## src/rtl/axi_lite_mem_disp_pkg.sv

```systemverilog
// Shared definitions for the AXI-Lite memory/display slave: response codes,
// channel FSM states and the seven-segment encoder.
package axi_disp_pkg;

  localparam logic [1:0] RESP_OKAY   = 2'b00;
  localparam logic [1:0] RESP_SLVERR = 2'b10;

  typedef enum logic [1:0] {W_IDLE, W_ADDR, W_DATA, W_RESP} w_state_t;
  typedef enum logic       {R_IDLE, R_DATA} r_state_t;

  // Active-low segments, bit order a..g,dp from MSB; dp always off.
  function automatic logic [7:0] seg7_encode(input logic [3:0] nibble);
    case (nibble)
      4'h0: return 8'h03;
      4'h1: return 8'h9F;
      4'h2: return 8'h25;
      4'h3: return 8'h0D;
      4'h4: return 8'h99;
      4'h5: return 8'h49;
      4'h6: return 8'h41;
      4'h7: return 8'h1F;
      4'h8: return 8'h01;
      4'h9: return 8'h09;
      4'hA: return 8'h11;
      4'hB: return 8'hC1;
      4'hC: return 8'h63;
      4'hD: return 8'h85;
      4'hE: return 8'h61;
      default: return 8'h71;
    endcase
  endfunction

endpackage

```

## src/rtl/axi_lite_mem_disp_seg7_digit.sv

```systemverilog
// One seven-segment digit: combinational nibble-to-segment decode.
module seg7_digit
  import axi_disp_pkg::*;
(
  input  logic [3:0] nibble,
  output logic [7:0] seg
);

  assign seg = seg7_encode(nibble);

endmodule

```

## src/rtl/axi_lite_mem_disp.sv

```systemverilog
// AXI-Lite register-file slave with independent read/write channels and a
// seven-segment display showing the last successfully read word.
module axi_lite_mem_disp
  import axi_disp_pkg::*;
#(
  parameter int DATA_W = 8,
  parameter int ADDR_W = 4,
  parameter int DEPTH  = 16
) (
  input  logic                    clk,
  input  logic                    reset_n,
  input  logic                    ms_awvalid,
  output logic                    sm_awready,
  input  logic [ADDR_W-1:0]       ms_awaddr,
  input  logic                    ms_wvalid,
  output logic                    sm_wready,
  input  logic [DATA_W-1:0]       ms_wdata,
  output logic                    sm_bvalid,
  input  logic                    ms_bready,
  output logic [1:0]              sm_bresp,
  input  logic                    ms_arvalid,
  output logic                    sm_arready,
  input  logic [ADDR_W-1:0]       ms_araddr,
  output logic                    sm_rvalid,
  input  logic                    ms_rready,
  output logic [DATA_W-1:0]       sm_rdata,
  output logic [1:0]              sm_rresp,
  output logic [8*(DATA_W/4)-1:0] disp_hex
);

  localparam int DIGITS = DATA_W / 4;

  logic [DATA_W-1:0] mem [DEPTH];

  w_state_t          w_state, w_next;
  r_state_t          r_state, r_next;
  logic [ADDR_W-1:0] aw_addr_q, c_addr;
  logic [DATA_W-1:0] w_data_q, c_data;
  logic              commit, awready_s, wready_s;
  logic [1:0]        bresp_q, rresp_q;
  logic [DATA_W-1:0] rdata_q, disp_q;
  logic              ar_hs, r_hs;

  function automatic logic in_range(input logic [ADDR_W-1:0] addr);
    return int'(addr) < DEPTH;
  endfunction

  // The completing handshake takes its half from the bus, the other half
  // from whichever latch the earlier handshake filled.
  always_comb begin
    w_next    = w_state;
    awready_s = 1'b0;
    wready_s  = 1'b0;
    commit    = 1'b0;
    c_addr    = aw_addr_q;
    c_data    = w_data_q;
    case (w_state)
      W_IDLE: begin
        awready_s = 1'b1;
        wready_s  = 1'b1;
        if (ms_awvalid && ms_wvalid) begin
          commit = 1'b1;
          c_addr = ms_awaddr;
          c_data = ms_wdata;
          w_next = W_RESP;
        end else if (ms_awvalid) begin
          w_next = W_DATA;
        end else if (ms_wvalid) begin
          w_next = W_ADDR;
        end
      end
      W_ADDR: begin
        awready_s = 1'b1;
        if (ms_awvalid) begin
          commit = 1'b1;
          c_addr = ms_awaddr;
          w_next = W_RESP;
        end
      end
      W_DATA: begin
        wready_s = 1'b1;
        if (ms_wvalid) begin
          commit = 1'b1;
          c_data = ms_wdata;
          w_next = W_RESP;
        end
      end
      default: begin
        if (ms_bready) w_next = W_IDLE;
      end
    endcase
  end

  assign sm_awready = awready_s && reset_n;
  assign sm_wready  = wready_s && reset_n;
  assign sm_bvalid  = (w_state == W_RESP);
  assign sm_bresp   = bresp_q;

  always_ff @(posedge clk or negedge reset_n) begin
    if (!reset_n) begin
      w_state   <= W_IDLE;
      aw_addr_q <= '0;
      w_data_q  <= '0;
      bresp_q   <= RESP_OKAY;
    end else begin
      w_state <= w_next;
      if (w_state == W_IDLE && ms_awvalid) aw_addr_q <= ms_awaddr;
      if (w_state == W_IDLE && ms_wvalid)  w_data_q  <= ms_wdata;
      if (commit) bresp_q <= in_range(c_addr) ? RESP_OKAY : RESP_SLVERR;
    end
  end

  always_ff @(posedge clk or negedge reset_n) begin
    if (!reset_n) begin
      for (int unsigned i = 0; i < DEPTH; i++) mem[i] <= DATA_W'(i);
    end else if (commit && in_range(c_addr)) begin
      mem[c_addr] <= c_data;
    end
  end

  assign ar_hs = (r_state == R_IDLE) && ms_arvalid;
  assign r_hs  = (r_state == R_DATA) && ms_rready;

  always_comb begin
    r_next = r_state;
    if (ar_hs)     r_next = R_DATA;
    else if (r_hs) r_next = R_IDLE;
  end

  assign sm_arready = (r_state == R_IDLE) && reset_n;
  assign sm_rvalid  = (r_state == R_DATA);
  assign sm_rdata   = rdata_q;
  assign sm_rresp   = rresp_q;

  // The display stores the raw word; segment decode happens per digit below.
  always_ff @(posedge clk or negedge reset_n) begin
    if (!reset_n) begin
      r_state <= R_IDLE;
      rdata_q <= '0;
      rresp_q <= RESP_OKAY;
      disp_q  <= '0;
    end else begin
      r_state <= r_next;
      if (ar_hs) begin
        rdata_q <= in_range(ms_araddr) ? mem[ms_araddr] : '0;
        rresp_q <= in_range(ms_araddr) ? RESP_OKAY : RESP_SLVERR;
      end
      if (r_hs && rresp_q == RESP_OKAY) disp_q <= rdata_q;
    end
  end

  for (genvar g = 0; g < DIGITS; g++) begin : g_digit
    seg7_digit u_seg (
      .nibble(disp_q[4*g +: 4]),
      .seg   (disp_hex[8*g +: 8])
    );
  end

endmodule

```

## config.mk

```make
export PLATFORM = sky130hd
export DESIGN_NAME = axi_lite_mem_disp
export DESIGN_NICKNAME = d
export VERILOG_FILES = /design/src/rtl/axi_lite_mem_disp_pkg.sv /design/src/rtl/axi_lite_mem_disp_seg7_digit.sv /design/src/rtl/axi_lite_mem_disp.sv
export SDC_FILE = /design/constraint.sdc
export NUM_CORES = 1
export LEC_CHECK = 0
export CORE_MARGIN = 2
export CORE_UTILIZATION = 40
export CTS_CLUSTER_DIAMETER = 60
export DETAILED_ROUTE_END_ITERATION = 8
export SYNTH_ARGS = -nofsm -noshare
export SYNTH_HDL_FRONTEND = slang
export SYNTH_HIERARCHICAL = 1
export SYNTH_SLANG_ARGS = --single-unit
```

## constraint.sdc

```tcl
create_clock -name clk -period 2.75 [get_ports clk]
set_input_delay 0.4125 -clock clk [delete_from_list [all_inputs] [get_ports clk]]
set_output_delay 0.4125 -clock clk [all_outputs]
set_load 0.01 [all_outputs]
```

==> key figures <==
Outcome
  – Status: completed

Final layout
  – Antenna diodes: 0
  – # nets final: 645
  – Layout cells sized above 1: 51.2%
  – Area Overhead vs Synth: 20.5%
  – Fill cells: 1,727

Logic synthesis
  – Ys async rst share: 100%
  – Post-synth top cells: mux2_2, dfrtp_1, mux4_2
  – Yosys reg bits: 159
  – EDFF count, synth: 0
  – Sequential share of the synthesized area: 49.7%
  – Syn Inst Count: ~540
  – Netlist Area Pre-Place: between 8000 and 9000 sq um
  – Synth Area per Inst: around 15 sq um
  – Synth unique cells: between 40 and 50
  – Main area contributors after synthesis: dfrtp_1, mux2_2, mux4_2
  – Synth area leader: dfrtp_1
  – Top_reg_cell synth: dfrtp_1
  – Top-area cell type share of the netlist area: roughly two fifths
  – Most frequent cell after synthesis: mux2_2
  – Yosys warning count: 6

Job
  – Total of max-cap violations: 0

Setup path
  – Critical path, cell by cell: inv_1 > ha_1 > nand2_1 > a21oi_1 > a31oi_1 > clkdlybuf4s50_1
  – Highest-delay cell along the critical path: clkdlybuf4s50_1
  – CP delay by family, top: buffers and inverters
  – Kind of critical path: flip-flop to output port
  – Largest stage delay, worst path: 560 ps
  – CP startpoint kind: flip-flop
  – Buf/Inv on CP: 2
  – Critical Path RT: 2340 ps
  – Worst endpoint data arrival time: about 2200 ps
  – CP endpoint kind: output port
  – CP max FO: 6

Global route
  – Number of global-route vias before repair: roughly 5,000
  – Grt ovf: 0
  – First-pass GRT wire length: 28.0 mm
  – GRT Total Usage: between 10% and 20%
  – Initial antenna violation count: 0
  – Largest net degree at the start of global routing: between 100 and 150

Timing
  – Worst slew pin tran: between 700 and 800 ps
  – Final Worst Setup Slack: 128 ps
  – Max-slew violations: 0
  – Fin crit period: 2620 ps
  – Fin crit share: roughly 95%
  – Slew HR: 52.5%
  – Final clock skew: 9.38 ps
  – Highest Clock Rate: between 300 and 400 MHz
  – Hold Worst Slack: approximately 430 ps
  – RSZ-0062 raised after global routing: yes
  – Finish-stage setup viols: 0
  – Final hold violation count: 0

Routing
  – Iter 0 DRT Violations: roughly 200
  – Wirelength per Cell: 19.7 um
  – Routed Antenna Nets: 0
  – Pre-antenna DRT Iters: 6
  – Final WL: 17.4 mm
  – Remaining DRCs: 0
  – Via/cell ratio: 5.35
  – Vias after detailed routing: 4,718

Clock network
  – Skew-Pair Late Insertion Delay: 420 ps
  – Clock Tree Buf Depth: 2
  – Clock Sinks: between 150 and 200
  – CTS clk-pin slew, worst paths: 60 ps
  – Clock buffer count from CTS: 17
  – Root Driver: clkbuf_16
  – CTS HTree Levels: 4
  – CTS tree: built

Placed design
  – Setup WS pre-CTS: 2.02 ps
  – Port buffer count: between 40 and 50
  – Detail Placement HPWL: 12.3 mm
  – Placer congestion estimate: 0.881

Power and ir drop
  – P_int: 7.42 mW
  – Total Power: around 11 mW
  – Max VDD drop: 0.000647 V
  – Lkg Pwr: around 4.2 nW
  – PwrDens: 1120 nW/um^2
  – Clock power share: 22.3%
  – Combinational share of power: 40.1%
  – Switching share of power: approximately 32%
  – Sequential Power Share: 37.6%
  – Switch Pwr: 3.52 mW

Die
  – I/O pin count: 56
  – Die Span Y: 146 um
  – Core footprint: 19,700 sq um
  – Die Width: about 150 um
  – Die Footprint: 21,400 sq um
  – FP Rows: between 50 and 60
  – Starting Density: 41.1%

Worst hold path
  – Worst Hold Class: input pin to async pin
==> per-layer routing <==
layer  global-route usage (%)  share of wire (%)  up-vias
met3                     3.75                3.0       14
met2                     27.8                 49       79
li1                         -                  -     2139
met1                     23.8                 47     2486
met4                     4.17               0.97        0
met5                        0                  0        -
==> what timing repair did <==
item | in CTS | in global routing
endpoints found under the setup margin | 2 | 18
gates resized for setup | 3 | 3
hold endpoints to repair | 23 | 0
hold buffers | 1 | 0
setup buffers | 0 | 4
pin swaps | 0 | 2
cloned | 0 | 0
==> path summary, 6_finish.rpt <==
kind / slack, ps / from / cells past startpoint / end
worst max-delay path: 130 / disp_q[5] / 6 / disp_hex[12]
worst min-delay path: 430 / reset_n / 2 / mem[54]
worst max register to register: 140 / w_state[1] / 8 / mem[70]
worst min register to register: 500 / mem[7] / 1 / mem[7]
max in group asynchronous: 1440 / reset_n / 3 / disp_q[4]
min in group clk: 500 / mem[7] / 1 / mem[7]
==> placed cells by master (no fill, tap or decap), types with 3 or more instances in the layout <==
master	netlist	final
clkbuf_16	0	21
dfrtp_2	0	3
nor2_1	5	5
mux2i_1	7	7
a22o_1	10	10
mux2_2	160	160
buf_12	0	12
ha_1	18	18
a211oi_1	3	3
nand3_2	8	7
clkbuf_1	13	8
clkdlybuf4s50_1	0	46
nand3_1	4	4
inv_1	12	11
o211ai_1	4	4
o21ai_0	10	10
dfstp_2	32	32
buf_4	7	18
mux4_2	40	40
conb_1	3	6
nand2_1	12	12
o21a_1	5	5
a21oi_1	4	4
nor3_4	6	6
dfrtp_1	127	124
==> registers in the layout, indices dropped and copies added, names as in the netlist <==
name	count
sm_rvalid	1
w_state	2
mem	128
aw_addr_q	4
disp_q	8
w_data_q	8
sm_rdata	8
==> cell type report <==
type	count	area (sq um)	share of cell area (%)
tap	265	332	3.40
multi-input combinational	334	3850	39.5
timing repair buffer	80	871	8.94
clock buffer	29	556	5.70
sequential	159	4020	41.3
clock inverter	3	65.1	0.668
inverter	12	45.0	0.462
==> metrics by stage <==
step	util, %	instances	setup TNS, ps	cell area, sq um
final	49.6	882	0	9740
after global routing	49.6	882	-9.47	9740
after CTS	49.3	878	0	9690
after detailed placement	46.1	845	0	9060
after global placement	46.1	845	0	9060
after floorplan	-	539	0	8090
==> power groups by stage <==
| stage | logic, mW | registers (mW) | clock network (mW) |
|---|---|---|---|
| after global placement | 4.25 | 4.08 | 0 |
| after global routing | 4.74 | 4.25 | 2.62 |
| after floorplan | 3.05 | 3.91 | 0 |
| after detailed placement | 4.39 | 4.16 | 0 |
| after CTS | 4.39 | 4.12 | 2.50 |
| final | 4.39 | 4.12 | 2.44 |
==> kinds of logic after synthesis <==
family          synth area share (%)
simple gates                    4.68
compound gates                  5.17
other cells                    0.139
fa+ha+maj                       2.79
mux                             34.6
buf+inv                         2.88
flops                           49.7
Note: power is estimated with default switching activity, not from simulation.
